File: config.mk
export PLATFORM = sky130hd
export DESIGN_NAME = overlay_mixer
export DESIGN_NICKNAME = d
export VERILOG_FILES = /design/src/rtl/overlay_pkg.sv /design/src/rtl/overlay_blend.sv /design/src/rtl/overlay_mixer.sv
export SDC_FILE = /design/constraint.sdc
export NUM_CORES = 1
export LEC_CHECK = 0
export ABC_AREA = 1
export ABC_CLOCK_PERIOD_IN_PS = 1000
export CAP_MARGIN = 10
export CORE_ASPECT_RATIO = 1.4
export CORE_MARGIN = 8
export CORE_UTILIZATION = 45
export DETAILED_ROUTE_END_ITERATION = 8
export DONT_BUFFER_PORTS = 1
export SLEW_MARGIN = 10
export SYNTH_ARGS = -nofsm -noshare
export SYNTH_HDL_FRONTEND = slang
export SYNTH_SLANG_ARGS = --single-unit
File: constraint.sdc
create_clock -name clk -period 1 [get_ports clk]
set_input_delay 0.25 -clock clk [delete_from_list [all_inputs] [get_ports clk]]
set_output_delay 0.25 -clock clk [all_outputs]
set_load 0.01 [all_outputs]
File: src/rtl/overlay_pkg.sv
// overlay_pkg -- shared constants, FSM state type and the per-channel blend
// helper for the overlay mixer.
//
// Build option: OVERLAY_FADE_EN (when defined, the weighted blend helper is
// compiled in; without it the mixer only switches between bg and ov).
package overlay_pkg;

    // Emblem pixels with this value show the background through.
    localparam logic [5:0] COLOR_TRANSPARENT = 6'b100001;
    localparam logic [5:0] COLOR_BLACK       = 6'b000000;

    // Blend level at which the overlay is fully opaque.
    localparam logic [2:0] FADE_LEVEL_MAX    = 3'd4;

    typedef enum logic [1:0] {
        ST_HIDDEN   = 2'd0,
        ST_FADE_IN  = 2'd1,
        ST_SHOWN    = 2'd2,
        ST_FADE_OUT = 2'd3
    } fade_state_t;

`ifdef OVERLAY_FADE_EN
    // One 2-bit channel: (ov*L + bg*(4-L)) >> 2. The sum never exceeds
    // 3*4 = 12, so a 4-bit accumulator holds it without saturation.
    function automatic logic [1:0] blend_channel(input logic [1:0] ov_c,
                                                 input logic [1:0] bg_c,
                                                 input logic [2:0] lvl);
        logic [3:0] w_ov;
        logic [3:0] w_bg;
        logic [3:0] acc;
        w_ov = 4'({2'b00, ov_c} * {1'b0, lvl});
        w_bg = 4'({2'b00, bg_c} * {1'b0, 3'(FADE_LEVEL_MAX - lvl)});
        acc  = w_ov + w_bg;
        return acc[3:2];
    endfunction
`endif

endpackage

File: src/rtl/overlay_blend.sv
// overlay_blend -- combinational per-pixel mix of overlay over background.
//
// Ports:
//   bg    [5:0] in   background pixel, RRGGBB
//   ov    [5:0] in   overlay pixel, RRGGBB (COLOR_TRANSPARENT = see-through)
//   level [2:0] in   blend level 0..4 (4 = overlay only)
//   rgb   [5:0] out  mixed pixel
//
// Build option: OVERLAY_FADE_EN selects the weighted blend; otherwise the
// output is a plain mux (ov at level 4, bg at any other level).
module overlay_blend
    import overlay_pkg::*;
(
    input  logic [5:0] bg,
    input  logic [5:0] ov,
    input  logic [2:0] level,
    output logic [5:0] rgb
);

    logic [5:0] mixed;

    genvar gi;
    generate
        for (gi = 0; gi < 3; gi++) begin : g_chan
`ifdef OVERLAY_FADE_EN
            assign mixed[gi*2 +: 2] = blend_channel(ov[gi*2 +: 2], bg[gi*2 +: 2], level);
`else
            assign mixed[gi*2 +: 2] = (level == FADE_LEVEL_MAX) ? ov[gi*2 +: 2]
                                                                : bg[gi*2 +: 2];
`endif
        end
    endgenerate

    // Transparent emblem pixels always show the background untouched.
    assign rgb = (ov == COLOR_TRANSPARENT) ? bg : mixed;

endmodule

File: src/rtl/overlay_mixer.sv
// overlay_mixer -- two-stage pipeline that mixes an emblem overlay over the
// background video and fades it in/out on frame boundaries.
//
// Ports:
//   clk           in   pixel clock
//   rst_n         in   asynchronous active-low reset
//   in_hsync      in   active-low horizontal sync
//   in_vsync      in   active-low vertical sync
//   in_active     in   high inside the visible area
//   bg_rgb  [5:0] in   background pixel, RRGGBB
//   ov_rgb  [5:0] in   overlay pixel, RRGGBB (6'b100001 = transparent)
//   ov_enable     in   request to show the overlay
//   out_hsync     out  in_hsync delayed 2 clocks
//   out_vsync     out  in_vsync delayed 2 clocks
//   out_rgb [5:0] out  mixed pixel, 2 clocks after its inputs; black outside
//                      the active area
//   fade_level [2:0] out  current blend level 0..4
//
// Build option: OVERLAY_FADE_EN compiles in the fade FSM, the frame step
// counter and the weighted blend. Without it the level jumps straight to
// 0 or 4 on each frame tick from ov_enable.
module overlay_mixer
    import overlay_pkg::*;
#(
    parameter int FADE_STEP_FRAMES = 8,
    parameter int PIPE_LATENCY     = 2
) (
    input  logic       clk,
    input  logic       rst_n,
    input  logic       in_hsync,
    input  logic       in_vsync,
    input  logic       in_active,
    input  logic [5:0] bg_rgb,
    input  logic [5:0] ov_rgb,
    input  logic       ov_enable,
    output logic       out_hsync,
    output logic       out_vsync,
    output logic [5:0] out_rgb,
    output logic [2:0] fade_level
);

    // Stage 1 registers.
    logic [5:0] s1_bg;
    logic [5:0] s1_ov;
    logic       s1_hs;
    logic       s1_vs;
    logic       s1_act;
    logic       vs_prev;

    logic       frame_tick;
    logic [5:0] blend_rgb;

    always_ff @(posedge clk or negedge rst_n) begin
        if (!rst_n) begin
            s1_bg     <= '0;
            s1_ov     <= '0;
            s1_hs     <= 1'b1;
            s1_vs     <= 1'b1;
            s1_act    <= 1'b0;
            vs_prev   <= 1'b1;
            out_rgb   <= COLOR_BLACK;
            out_hsync <= 1'b1;
            out_vsync <= 1'b1;
        end else begin
            s1_bg     <= bg_rgb;
            s1_ov     <= ov_rgb;
            s1_hs     <= in_hsync;
            s1_vs     <= in_vsync;
            s1_act    <= in_active;
            vs_prev   <= s1_vs;
            out_rgb   <= s1_act ? blend_rgb : COLOR_BLACK;
            out_hsync <= s1_hs;
            out_vsync <= s1_vs;
        end
    end

    // Start of vertical sync pulse on the registered copy of vsync. The
    // level therefore only moves during vertical sync, never mid-frame.
    assign frame_tick = vs_prev & ~s1_vs;

    overlay_blend u_blend (
        .bg    (s1_bg),
        .ov    (s1_ov),
        .level (fade_level),
        .rgb   (blend_rgb)
    );

`ifdef OVERLAY_FADE_EN
    localparam logic [7:0] STEP_LAST = 8'(FADE_STEP_FRAMES - 1);

    fade_state_t state_reg;
    logic [7:0]  step_cnt_reg;
    logic        step_last;

    assign step_last = (step_cnt_reg == STEP_LAST);

    // Each tick either reverses direction (counter restarts, level kept) or
    // advances the counter; a full count moves the level one step, clamped
    // to 0..4 even when a reversal happened right at an end point.
    always_ff @(posedge clk or negedge rst_n) begin
        if (!rst_n) begin
            state_reg    <= ST_HIDDEN;
            step_cnt_reg <= '0;
            fade_level   <= '0;
        end else if (frame_tick) begin
            case (state_reg)
                ST_HIDDEN: begin
                    if (ov_enable) begin
                        state_reg    <= ST_FADE_IN;
                        step_cnt_reg <= '0;
                    end
                end
                ST_SHOWN: begin
                    if (!ov_enable) begin
                        state_reg    <= ST_FADE_OUT;
                        step_cnt_reg <= '0;
                    end
                end
                ST_FADE_IN: begin
                    if (!ov_enable) begin
                        state_reg    <= ST_FADE_OUT;
                        step_cnt_reg <= '0;
                    end else if (step_last) begin
                        step_cnt_reg <= '0;
                        if (fade_level >= 3'(FADE_LEVEL_MAX - 3'd1)) begin
                            fade_level <= FADE_LEVEL_MAX;
                            state_reg  <= ST_SHOWN;
                        end else begin
                            fade_level <= fade_level + 3'd1;
                        end
                    end else begin
                        step_cnt_reg <= step_cnt_reg + 8'd1;
                    end
                end
                ST_FADE_OUT: begin
                    if (ov_enable) begin
                        state_reg    <= ST_FADE_IN;
                        step_cnt_reg <= '0;
                    end else if (step_last) begin
                        step_cnt_reg <= '0;
                        if (fade_level <= 3'd1) begin
                            fade_level <= 3'd0;
                            state_reg  <= ST_HIDDEN;
                        end else begin
                            fade_level <= fade_level - 3'd1;
                        end
                    end else begin
                        step_cnt_reg <= step_cnt_reg + 8'd1;
                    end
                end
                default: begin
                    state_reg    <= ST_HIDDEN;
                    step_cnt_reg <= '0;
                    fade_level   <= '0;
                end
            endcase
        end
    end
`else
    always_ff @(posedge clk or negedge rst_n) begin
        if (!rst_n) begin
            fade_level <= '0;
        end else if (frame_tick) begin
            fade_level <= ov_enable ? FADE_LEVEL_MAX : 3'd0;
        end
    end
`endif

endmodule

==> results.toml <==
[routing]
drt_first_pass_iters = 4
wl_per_cell_um = 13.4
vias_per_cell = 4.78
drc = 0
drtIter0Drc = 8
vias = 573
ant_nets = 0
drt_wl_total_um = 1610

[sta]
whs_ns = 0.0999
min_period_ns = 1.13
setup_violations = 8
setup_slack_ns = -0.126
period_share_pct = 113
slew_violations = 0
hold_violations = 0
setup_tns_ns = -0.450
rsz0062_at_grt = "true"
finClkSkew_ns = 0.00642
fmax_mhz = 888

[floorplanning]
die-area_mm2 = 0.00355
ios = 29
core_mm2 = 0.00178
dieHeight_um = 67.4
die_w_um = 52.7
start_util_pct = 47.7
row_count = 18

[power]
pwr-share-clk_pct = 23.5
power.density_mw_per_mm2 = 1490
vdd_drop_max_mv = 1.03
p_sw_share_pct = 24.9
net-switching-power_uw = 440
p_seq_share_pct = 61.5
total_power_uw = 1770
p_comb_share_pct = 14.9
leakagePower_uw = 0.000546
p_int_uw = 1330

[cts]
clock_sinks = 24
clkTransAtPathRegs_ns = 0.11
h-tree-depth = 1
cts_tree = "built"
numCtsBuffers = 3
clockBufferDepth = 2
cts_root_buf = "clkbuf_4"
clk_latency_ns = 0.31

[grt]
grt_pass1_wl_um = 2350
grt_pass1_vias = 561
antenna_found_initial = 0
grt_util_all_layers_pct = 8.87
grt_max_degree = 25
overflow = 0

[critical_path]
startpoint_type = "register"
worstPathRequired_ns = 0.75
crit_arrival_ns = 0.88
r2r_setup_slack_ns = -0.04
ff2ff_path_depth = 4
criticalPathCategory = "reg2out"
crit_path_end_kind = "primary output"
r2r_end = "out_rgb[5]$_DFF_PN0_"
r2r-start = "s1_ov[1]$_DFF_PN0_"
cp_max_fo = 2

[finish]
final_nets = 119
nFillCells = 132
num_antenna_cells = 0
post_route_cells_drive_above_1_share_pct = 37.0
final_util_pct = 66.6
area_growth_pct = 39.5

[worst_hold_path]
hp-class = "in2reg"
min_from = "ov_enable"
holdPathStages = 2
min_to = "fade_level[2]$_DFFE_PN0P_"

[placement]
gp_congestion = 0.784
dp_slack_ns = 0.00836
port_buffers = 0
hpwl_um = 1070

[synth]
synth_warnings = 0
yosysUniqueCellTypes = 16
ys_seq_elements = 24
syn_area_per_cell_um2 = 11.6
ys_seq_area_share_pct = 71.3
syn_inst = 73
syn-cell-area_um2 = 850

[outcome]
outcome = "complete, but fails checks"
violations = "setup timing"

[run]
cap_violations = 0
[worst max path at each step]
| stage | depth (start not counted) | end | slack [ns] | from |
|---|---|---|---|---|
| 2_1_floorplan | 6 | out_rgb[4]$_DFF_PN0_ | 0.07 | fade_level[2]$_DFFE_PN0P_ |
| 3_3_place_gp | 4 | out_rgb[4]$_DFF_PN0_ | 0.04 | s1_ov[2]$_DFF_PN0_ |
| 3_5_place_dp | 5 | out_rgb[3]$_DFF_PN0_ | 0.008 | s1_ov[3]$_DFF_PN0_ |
| 4_1_cts | 0 | out_vsync | -0.14 | vs_prev$_DFF_PN1_ |
| 5_1_grt | 0 | out_vsync | -0.17 | vs_prev$_DFF_PN1_ |
| 6_report | 0 | out_vsync | -0.13 | vs_prev$_DFF_PN1_ |
[cell families after synthesis]
| logic type | Yosys count | share of synthesized area [%] |
|---|---|---|
| other cells | 1 | 0.441 |
| simple gates | 27 | 16.3 |
| buf+inv | 11 | 5.74 |
| flops | 24 | 71.3 |
| compound gates | 10 | 6.19 |
[flip-flops by register name, indices dropped and copies added, names as in the netlist]
name        count
s1_ov           6
s1_vs           1
s1_hs           1
out_rgb         6
out_hsync       1
fade_level      1
vs_prev         1
s1_bg           6
s1_act          1
[cells in the final DEF, fill, tap and decap left out, types with 4 or more instances in the layout]
master	count
inv_1	5
dfrtp_1	20
inv_2	4
nand2_2	6
a21oi_2	4
dfstp_2	4
dlygate4sd3_1	16
nand2_1	11
[layer usage]
layer / GRT usage [%] / vias to the layer above / share of wire (%)
met3: 3.30 / 5 / 7.8
li1: - / 274 / -
met2: 15.6 / 22 / 56
met1: 7.84 / 272 / 34
met5: 0 / - / 0
met4: 6.82 / 0 / 2.4
[cells in the mapped netlist]
master	instances	area, um^2
dfrtp_1	20	500
nand2_1	17	63.8
a21oi_1	6	30.0
inv_1	6	22.5
dfstp_2	4	105
inv_2	3	11.3
nand3_1	3	15.0
buf_4	2	15.0
nor2_1	2	7.51
nor2_2	2	12.5
nor2_4	2	22.5
o21ai_0	2	10.0
conb_1	1	3.75
nand3_4	1	17.5
o21a_1	1	7.51
o21ai_1	1	5.00
[through the flow]
| step | instances | area, um^2 |
|---|---|---|
| 2_1_floorplan | 74 | 853 |
| 3_3_place_gp | 94 | 878 |
| 3_5_place_dp | 94 | 878 |
| 4_1_cts | 115 | 1090 |
| 5_1_grt | 120 | 1180 |
| 6_report | 120 | 1180 |
[final cells by class]
type                    instances  area [um^2]  share of cell area [%]
clock buffers                   4         26.3                    2.22
inverters                       9         38.8                    3.27
multi-input cells              39          249                    21.0
flip-flops and latches         24          606                    51.1
well taps                      20         25.0                    2.11
repair buffers                 23          236                    20.0
repair inverters                1         3.75                   0.317
[power groups by stage]
stage / clock network, uW / registers [uW] / logic, uW
2_1_floorplan: 0 / 1100 / 89.6
3_3_place_gp: 0 / 1110 / 117
3_5_place_dp: 0 / 1110 / 121
4_1_cts: 436 / 1090 / 203
5_1_grt: 485 / 1100 / 288
6_report: 416 / 1090 / 264
[worst register-to-register path, stage by stage (launching register included)]
cell and delay (ns):
dfrtp_1 0.43, nor2_4 0.20, nand3_4 0.14, nand2_2 0.10, a21oi_1 0.06
[timing repair]
action / in CTS / in global routing
pin swaps: 1 / 9
setup endpoints to repair: 6 / 15
setup buffers: 1 / 3
endpoints found under the hold margin: 39 / 24
resized for setup: 7 / 13
hold buffers: 15 / 2
cloned: 1 / 0
(Power assumes the default switching activity.)
